## src/rtl/spi_regbank_pkg.sv

```systemverilog
// Shared types and helpers for the SPI register bank slave.
// Read-back on spi_miso is enabled by SPI_REGBANK_READBACK_EN.
package spi_regbank_pkg;

  typedef enum logic [1:0] {
    IDLE,
    CMD,
    DATA,
    WAIT_CS
  } state_t;

  localparam int MIN_OVERSAMPLE = 8;

  function automatic int cmd_bits(int addr_w);
    return 1 + addr_w;
  endfunction

  // Bit counter must span both the command and a data word.
  function automatic int cnt_w(int data_w, int addr_w);
    int m;
    m = (data_w > cmd_bits(addr_w)) ? data_w : cmd_bits(addr_w);
    return $clog2(m);
  endfunction

endpackage

```

## src/rtl/spi_sync_edge.sv

```systemverilog
// Three-flop synchroniser with rise/fall strobes.
// Used for each of the asynchronous SPI inputs.
module spi_sync_edge (
  input  logic clk,
  input  logic d,
  output logic q,
  output logic rise,
  output logic fall
);

  logic [2:0] sr;

  always_ff @(posedge clk) begin
    sr <= {sr[1:0], d};
  end

  assign q    = sr[1];
  assign rise = sr[1] & ~sr[2];
  assign fall = ~sr[1] & sr[2];

endmodule

```

## src/rtl/spi_regbank_slave.sv

```systemverilog
// SPI mode-0 slave exposing a bank of parameterised registers.
// Read-back on spi_miso is enabled by SPI_REGBANK_READBACK_EN.
module spi_regbank_slave
  import spi_regbank_pkg::*;
#(
  parameter int NUM_REGS = 16,
  parameter int DATA_W   = 32,
  parameter int ADDR_W   = 7,
  parameter logic [NUM_REGS*DATA_W-1:0] RST_VALS = '0
) (
  input  logic                       clk,
  input  logic                       rst,
  input  logic                       spi_cs,
  input  logic                       spi_sclk,
  input  logic                       spi_mosi,
  output logic                       spi_miso,
  output logic [NUM_REGS*DATA_W-1:0] regs_o,
  output logic [NUM_REGS-1:0]        wr_stb_o,
  output logic                       err_o
);

  localparam int CNT_W = cnt_w(DATA_W, ADDR_W);
  localparam int CMD_W = cmd_bits(ADDR_W);
  localparam int IDX_W = $clog2(NUM_REGS);

  logic cs_s, cs_rise, cs_fall;
  logic sclk_s, sclk_rise, sclk_fall;
  logic mosi_s, mosi_rise, mosi_fall;

  spi_sync_edge u_cs (
    .clk (clk),
    .d   (spi_cs),
    .q   (cs_s),
    .rise(cs_rise),
    .fall(cs_fall)
  );

  spi_sync_edge u_sclk (
    .clk (clk),
    .d   (spi_sclk),
    .q   (sclk_s),
    .rise(sclk_rise),
    .fall(sclk_fall)
  );

  spi_sync_edge u_mosi (
    .clk (clk),
    .d   (spi_mosi),
    .q   (mosi_s),
    .rise(mosi_rise),
    .fall(mosi_fall)
  );

  state_t               state;
  logic [CNT_W-1:0]     bit_cnt;
  logic [CMD_W-1:0]     cmd_sr;
  logic [DATA_W-1:0]    data_sr;
  logic [IDX_W-1:0]     idx;
  logic                 rd;
  logic [DATA_W-1:0]    regs [NUM_REGS];
  logic [NUM_REGS-1:0]  wr_stb;
  logic                 err;

  logic [CMD_W-1:0]     cmd_next;
  logic [DATA_W-1:0]    data_next;
  logic                 addr_ok;
  logic [IDX_W-1:0]     a_idx;
  logic [IDX_W-1:0]     idx_inc;
  logic                 cmd_last;
  logic                 data_last;

  assign cmd_next  = {cmd_sr[CMD_W-2:0], mosi_s};
  assign data_next = {data_sr[DATA_W-2:0], mosi_s};
  assign addr_ok   = 32'(cmd_next[ADDR_W-1:0]) < NUM_REGS;
  assign a_idx     = cmd_next[IDX_W-1:0];
  assign idx_inc   = (idx == IDX_W'(NUM_REGS - 1)) ? '0 : idx + 1'b1;
  assign cmd_last  = bit_cnt == CNT_W'(ADDR_W);
  assign data_last = bit_cnt == CNT_W'(DATA_W - 1);

  always_ff @(posedge clk) begin
    if (rst) begin
      state   <= IDLE;
      bit_cnt <= '0;
      cmd_sr  <= '0;
      data_sr <= '0;
      idx     <= '0;
      rd      <= 1'b0;
      wr_stb  <= '0;
      err     <= 1'b0;
      for (int i = 0; i < NUM_REGS; i++)
        regs[i] <= RST_VALS[i*DATA_W +: DATA_W];
    end else begin
      wr_stb <= '0;
      err    <= 1'b0;
      if (cs_rise) begin
        // A partially shifted command or word is an abort.
        if ((state == CMD || state == DATA) && bit_cnt != '0)
          err <= 1'b1;
        state   <= IDLE;
        bit_cnt <= '0;
      end else begin
        unique case (state)
          IDLE: begin
            if (cs_fall) begin
              state   <= CMD;
              bit_cnt <= '0;
            end
          end
          CMD: begin
            if (sclk_rise) begin
              cmd_sr <= cmd_next;
              if (cmd_last) begin
                bit_cnt <= '0;
                if (addr_ok) begin
                  state <= DATA;
                  idx   <= a_idx;
                  rd    <= cmd_next[ADDR_W];
                end else begin
                  err   <= 1'b1;
                  state <= WAIT_CS;
                end
              end else begin
                bit_cnt <= bit_cnt + 1'b1;
              end
            end
          end
          DATA: begin
            if (sclk_rise) begin
              data_sr <= data_next;
              if (data_last) begin
                bit_cnt <= '0;
                idx     <= idx_inc;
                if (!rd) begin
                  regs[idx]   <= data_next;
                  wr_stb[idx] <= 1'b1;
                end
              end else begin
                bit_cnt <= bit_cnt + 1'b1;
              end
            end
          end
          WAIT_CS: ;
          default: state <= IDLE;
        endcase
      end
    end
  end

  for (genvar g = 0; g < NUM_REGS; g++) begin : g_out
    assign regs_o[g*DATA_W +: DATA_W] = regs[g];
  end

  assign wr_stb_o = wr_stb;
  assign err_o    = err;

`ifdef SPI_REGBANK_READBACK_EN
  logic [DATA_W-1:0] sout;
  logic              miso_r;

  // The fall right after a load must not shift, so the MSB is
  // held until the master samples it.
  always_ff @(posedge clk) begin
    if (rst) begin
      sout   <= '0;
      miso_r <= 1'b0;
    end else begin
      if (!cs_rise && state == CMD && sclk_rise && cmd_last && addr_ok)
        sout <= regs[a_idx];
      else if (!cs_rise && state == DATA && sclk_rise && data_last)
        sout <= regs[idx_inc];
      else if (!cs_rise && state == DATA && sclk_fall && bit_cnt != '0)
        sout <= {sout[DATA_W-2:0], 1'b0};
      miso_r <= 1'b0;
    end
  end

  assign spi_miso = ~cs_s & rd & (state == DATA) & sout[DATA_W-1];

  logic unused_ok;
  assign unused_ok = ^{sclk_s, mosi_rise, mosi_fall, miso_r};
`else
  assign spi_miso = 1'b0;

  logic unused_ok;
  assign unused_ok = ^{cs_s, sclk_s, sclk_fall, mosi_rise, mosi_fall};
`endif

endmodule

```

## config.mk

```make
export PLATFORM = sky130hd
export DESIGN_NAME = spi_regbank_slave
export DESIGN_NICKNAME = d
export VERILOG_FILES = /design/src/rtl/spi_regbank_pkg.sv /design/src/rtl/spi_sync_edge.sv /design/src/rtl/spi_regbank_slave.sv
export SDC_FILE = /design/constraint.sdc
export NUM_CORES = 1
export LEC_CHECK = 0
export ABC_AREA = 1
export CAP_MARGIN = 20
export CORE_AREA = 2 2 209 211
export CTS_CLUSTER_DIAMETER = 100
export DETAILED_ROUTE_END_ITERATION = 7
export DIE_AREA = 0 0 211 213
export PLACE_DENSITY = 0.86
export SLEW_MARGIN = 30
export SYNTH_ARGS = -nofsm -noshare
export SYNTH_HDL_FRONTEND = slang
export SYNTH_HIERARCHICAL = 1
export SYNTH_SLANG_ARGS = --single-unit
export TNS_END_PERCENT = 20
```

## constraint.sdc

```tcl
create_clock -name clk -period 6.7 [get_ports clk]
set_clock_uncertainty 0.2 [all_clocks]
set_input_delay 1.675 -clock clk [delete_from_list [all_inputs] [get_ports clk]]
set_output_delay 1.675 -clock clk [all_outputs]
set_load 0.03 [all_outputs]
```

# ---- After elaboration in Yosys (flattened, before gate mapping)
# Memories as Yosys holds them, arrays and structs flattened.
# Index checks and enable logic that the tools add are counted.
dict set report totals {
  regBits 75
  latch_bits 0
  mem_bits_rw 512
  rom_bits 0
  inputBits 5
  output_inout_bits 530
  word_cells 93
  memories 1
}
dict set report classes {
  add_sub_neg 2
  mul 0
  n_div 0
  magnitude_cmp 3
  n_eq_ne 11
  n_shift 0
  muxes 38
  bitwise_logic 10
  reduce_logical 17
}
# memory depth width rd rd_ports_with_merged_regs wr line
set mem_list {}
lappend mem_list {regs 16 32 16 0 16 spi_regbank_slave.sv:60} ;# logic [DATA_W-1:0] regs [NUM_REGS];
# cell count
set ops {}
lappend ops {{$mux W32} 1}
lappend ops {{$reduce_or A32 Y1} 1}
lappend ops {{$mux W4} 7}
lappend ops {{$mux W5} 5}
lappend ops {{$mux W1} 18}
lappend ops {{$pmux W5 S3} 1}
lappend ops {{$ne A2 B2 Y1 const B} 6}
lappend ops {{$pmux W4 S2} 1}
lappend ops {{$reduce_and A4 Y1} 2}
lappend ops {{$lt A7 B5 Y1 const B} 1}
lappend ops {{$not A1 Y1} 7}
lappend ops {{$reduce_and A7 Y1} 1}
lappend ops {{$mux W2} 3}
lappend ops {{$reduce_and A3 Y1} 2}
lappend ops {{$reduce_or A6 Y1} 1}
lappend ops {{$add A5 B1 Y5 const B} 1}
lappend ops {{$eq A5 B3 Y1 const B} 1}
lappend ops {{$eq A5 B5 Y1 const B} 1}
lappend ops {{$lt A4 B5 Y1 const B} 1}
lappend ops {{$reduce_and A5 Y1} 1}
lappend ops {{$reduce_bool A5 Y1} 1}
lappend ops {{$add A4 B1 Y4 const B} 1}
lappend ops {{$demux W1 S4} 1}
lappend ops {{$eq A4 B4 Y1 const B} 1}
lappend ops {{11 further kinds} 15}

# ---- Depth between registers and ports, before layout
dict set report logic_depth {
  ltp_word 9
  ltp_mapped 12
}

# ---- By module
# Netlist, hierarchy kept.
# module instances cells_per_inst area_per_inst_um2 seq_area_each_um2
set modules_own_cells {}
lappend modules_own_cells {spi_regbank_slave 1 1495 20941.3 16716.0}
lappend modules_own_cells {spi_sync_edge 3 7 75.1 60.1}

# ---- Worst setup path before layout
# No wires, ideal clock.
dict set report synth_timing {
  path_type {input to register}
  from {in rst}
  to {mem regs[3][0], enable pin}
  arrival_ps 3255
  required_ps 6111
  path_slack_ps 2855
  path_stages 6
  n_path_buf 1
  cell_sequence {nor2_2 -> nand3_4 -> nor2_4 -> nand2_4 -> buf_6 -> nand2_1}
}
# element line
set synth_lines {}
lappend synth_lines {{start, declared} spi_regbank_slave.sv:12} ;# input logic rst,
lappend synth_lines {{end, declared} spi_regbank_slave.sv:60}

==> flow_summary_export.csv <==
group,metric,value,unit
min_path,min_path_cells,0,
power_and_ir_drop,power_density,289,nW/µm²
power_and_ir_drop,p_switching,2.00,mW
power_and_ir_drop,power,8.17,mW
synth,synth.avg_cell_area,14.0,µm²
sta,hold_viol_final,0,
clock_network,clockBufferDepth,3,
die,start_util,49.5,%
sta,tns,0,ns
worst_setup_path,cp.arrival,4.16,ns
place,place_area,26500,µm²
global_route,use_met2,48.4,%
worst_setup_path,rr_worst_depth,10,
synth,synth_area,21100,µm²
place,port_buffers,533,
drt,vias_per_cell,5.49,
clock_network,cts_resized,0,
drt,num_vias,14300,
clock_network,htreeDepth,2,
worst_setup_path,cp_max_fo,34,
clock_network,hold_buffers,0,
drt,final_antenna_net_count,0,
sta,setup_viol,0,
die,ioPinCount,535,
sta,period_share,61.8,%
finish,n_antenna_cell,0,
clock_network,cts.sinks,587,
sta,fmax,242,MHz
global_route,grt_max_degree,63,
worst_setup_path,reg2reg_slack,3.34,ns
finish,drive_above_1_share,6.21,%
drt,drt-pass1-iter-count,5,
drt,wl_per_cell,24.8,µm
global_route,use_met3,6.90,%
clock_network,clk_pin_slew,0.06,ns
worst_setup_path,slowest_stage,"nand2_2",
min_path,hold_class,"reg2reg",
place,gp_congestion,0.849,
place,place_inst,2500,
finish,utilization,66.3,%
finish,final_cell_area,28300,µm²
drt,routed_wirelength,64.6,mm
sta,relSlewSlack,35.2,%
die,die_x,211,µm
synth,synthCells,1509,
sta,tightestPinTransition,0.965,ns
finish,final_cell_count_no_fill,2606,
finish,syn_to_final_growth,33.9,%
worst_setup_path,r2r-end,"regs[11][30]",
synth,syn-num-nets,1525,
power_and_ir_drop,seqPwrFrac,51.6,%
global_route,gr-usage-met1,33.4,%
flow_run,drv_cap,0,
synth,ys.warnings.count,6,
worst_setup_path,required,6.72,ns
clock_network,cts_tree,"done",
finish,fin_nets,2028,
worst_setup_path,reg2reg_from,"bit_cnt[0]",
power_and_ir_drop,internal_power,6.17,mW
die,core,42700,µm²
drt,dr.first_iter.drc_count,1457,
power_and_ir_drop,combPwrFrac,10.6,%
global_route,busiest_layer,"met2",
global_route,antenna_found_initial,0,
sta,grt_setup_unrepaired,"false",
worst_setup_path,crit_chain,"clkdlybuf4s50_1, nor2_2, nand3_4, nor2_4, nand2_4, nand2_2",
power_and_ir_drop,ir_drop,0.175,mV
place,dp.final_hpwl,43.3,mm
drt,drc_errors,0,
worst_setup_path,end_kind,"flip-flop",
global_route,grt_remaining_overflow,0,
sta,period_minus_slack,4.14,ns
power_and_ir_drop,swShare,24.4,%
die,placement_rows,76,
clock_network,cts_setup_buffers,0,
worst_setup_path,critPathLaunch,"rst",
global_route,grt_usage,28.0,%
global_route,grt_pass1_wl,90.3,mm
die,dieArea,44900,µm²
worst_setup_path,worstSetupEndpoint,"regs[11][30]",
clock_network,cts_buffers,56,
worst_setup_path,critPathKind,"in2reg",
worst_setup_path,cpPeakStageDelay,0.79,ns
clock_network,root_buffer,"clkbuf_16",
worst_setup_path,start_kind,"input port",
clock_network,clk_latency,0.61,ns
sta,final_max_slew_viol_count,0,
die,die_h,213,µm
power_and_ir_drop,p_leak,9.62,nW
outcome,status,"finished clean",
global_route,grt_pass1_vias,14000,
power_and_ir_drop,clock_power_share,37.8,%
## final cells by class
cell class | count | area (µm²)
Multi-Input combinational cell | 746 | 3260
Clock buffer | 74 | 1520
Timing Repair Buffer | 539 | 5380
Clock inverter | 32 | 256
Inverter | 82 | 309
Tap cell | 546 | 683
Fill cell | 2825 | 14400
Sequential cell | 587 | 16900
## power by group through the flow
stage	Sequential, mW	Combinational [mW]	Clock, mW
2_1_floorplan	4.61	0.124	0
3_3_place_gp	4.29	0.846	0
3_5_place_dp	4.29	0.863	0
4_1_cts	4.21	0.866	3.10
5_1_grt	4.23	0.893	3.25
6_report	4.21	0.865	3.09
## per-stage QoR
stage | hold slack (ns) | worst slack (ns)
finish | 0.146 | 2.56
global route | 0.142 | 2.43
CTS | 0.146 | 2.58
detailed placement | 0.131 | 1.94
global placement | 0.113 | 2.11
floorplan | 0.110 | 2.86
## metal layers
layer / wire, µm / part of all wire, %
met4: 2740 / 4.2
met2: 32900 / 51
met3: 6480 / 10
met1: 22500 / 35
met5: 0 / 0
## cells in the final DEF (no fill, tap or decap), drive strengths merged, types with 4 or more instances in the layout
master         instances
nand3                 13
o21ai                 43
clkbuf                74
dfxtp                 75
clkdlybuf4s50        533
clkinv                56
bufinv                 4
a21oi                 42
buf                    6
nand2                 85
ha                    11
nor2                 546
edfxtp               512
inv                   51
## worst min-delay path by stage
stage,start,to
global route,u_cs/sr[0],u_cs/sr[1]
finish,u_cs/sr[0],u_cs/sr[1]
floorplan,u_cs/sr[0],u_cs/sr[1]
CTS,u_sclk/sr[0],u_sclk/sr[1]
global placement,u_cs/sr[0],u_cs/sr[1]
detailed placement,u_sclk/sr[0],u_sclk/sr[1]
## critical path: cells and delay by family
kind          cells  cell delay (ns)
buf+inv           1             0.52
simple gates      5             1.87
## sequential cells by signal, summed over array words and instances, names as in the netlist
| name | count |
|---|---|
| data_sr | 31 |
| regs | 512 |
| u_mosi/sr | 2 |
| bit_cnt | 5 |
| state | 2 |
| rd | 1 |
| err_o | 1 |
| u_cs/sr | 3 |
| cmd_sr | 7 |
| wr_stb_o | 16 |
| idx | 4 |
| u_sclk/sr | 3 |
Power figures use the tool's default switching activity.
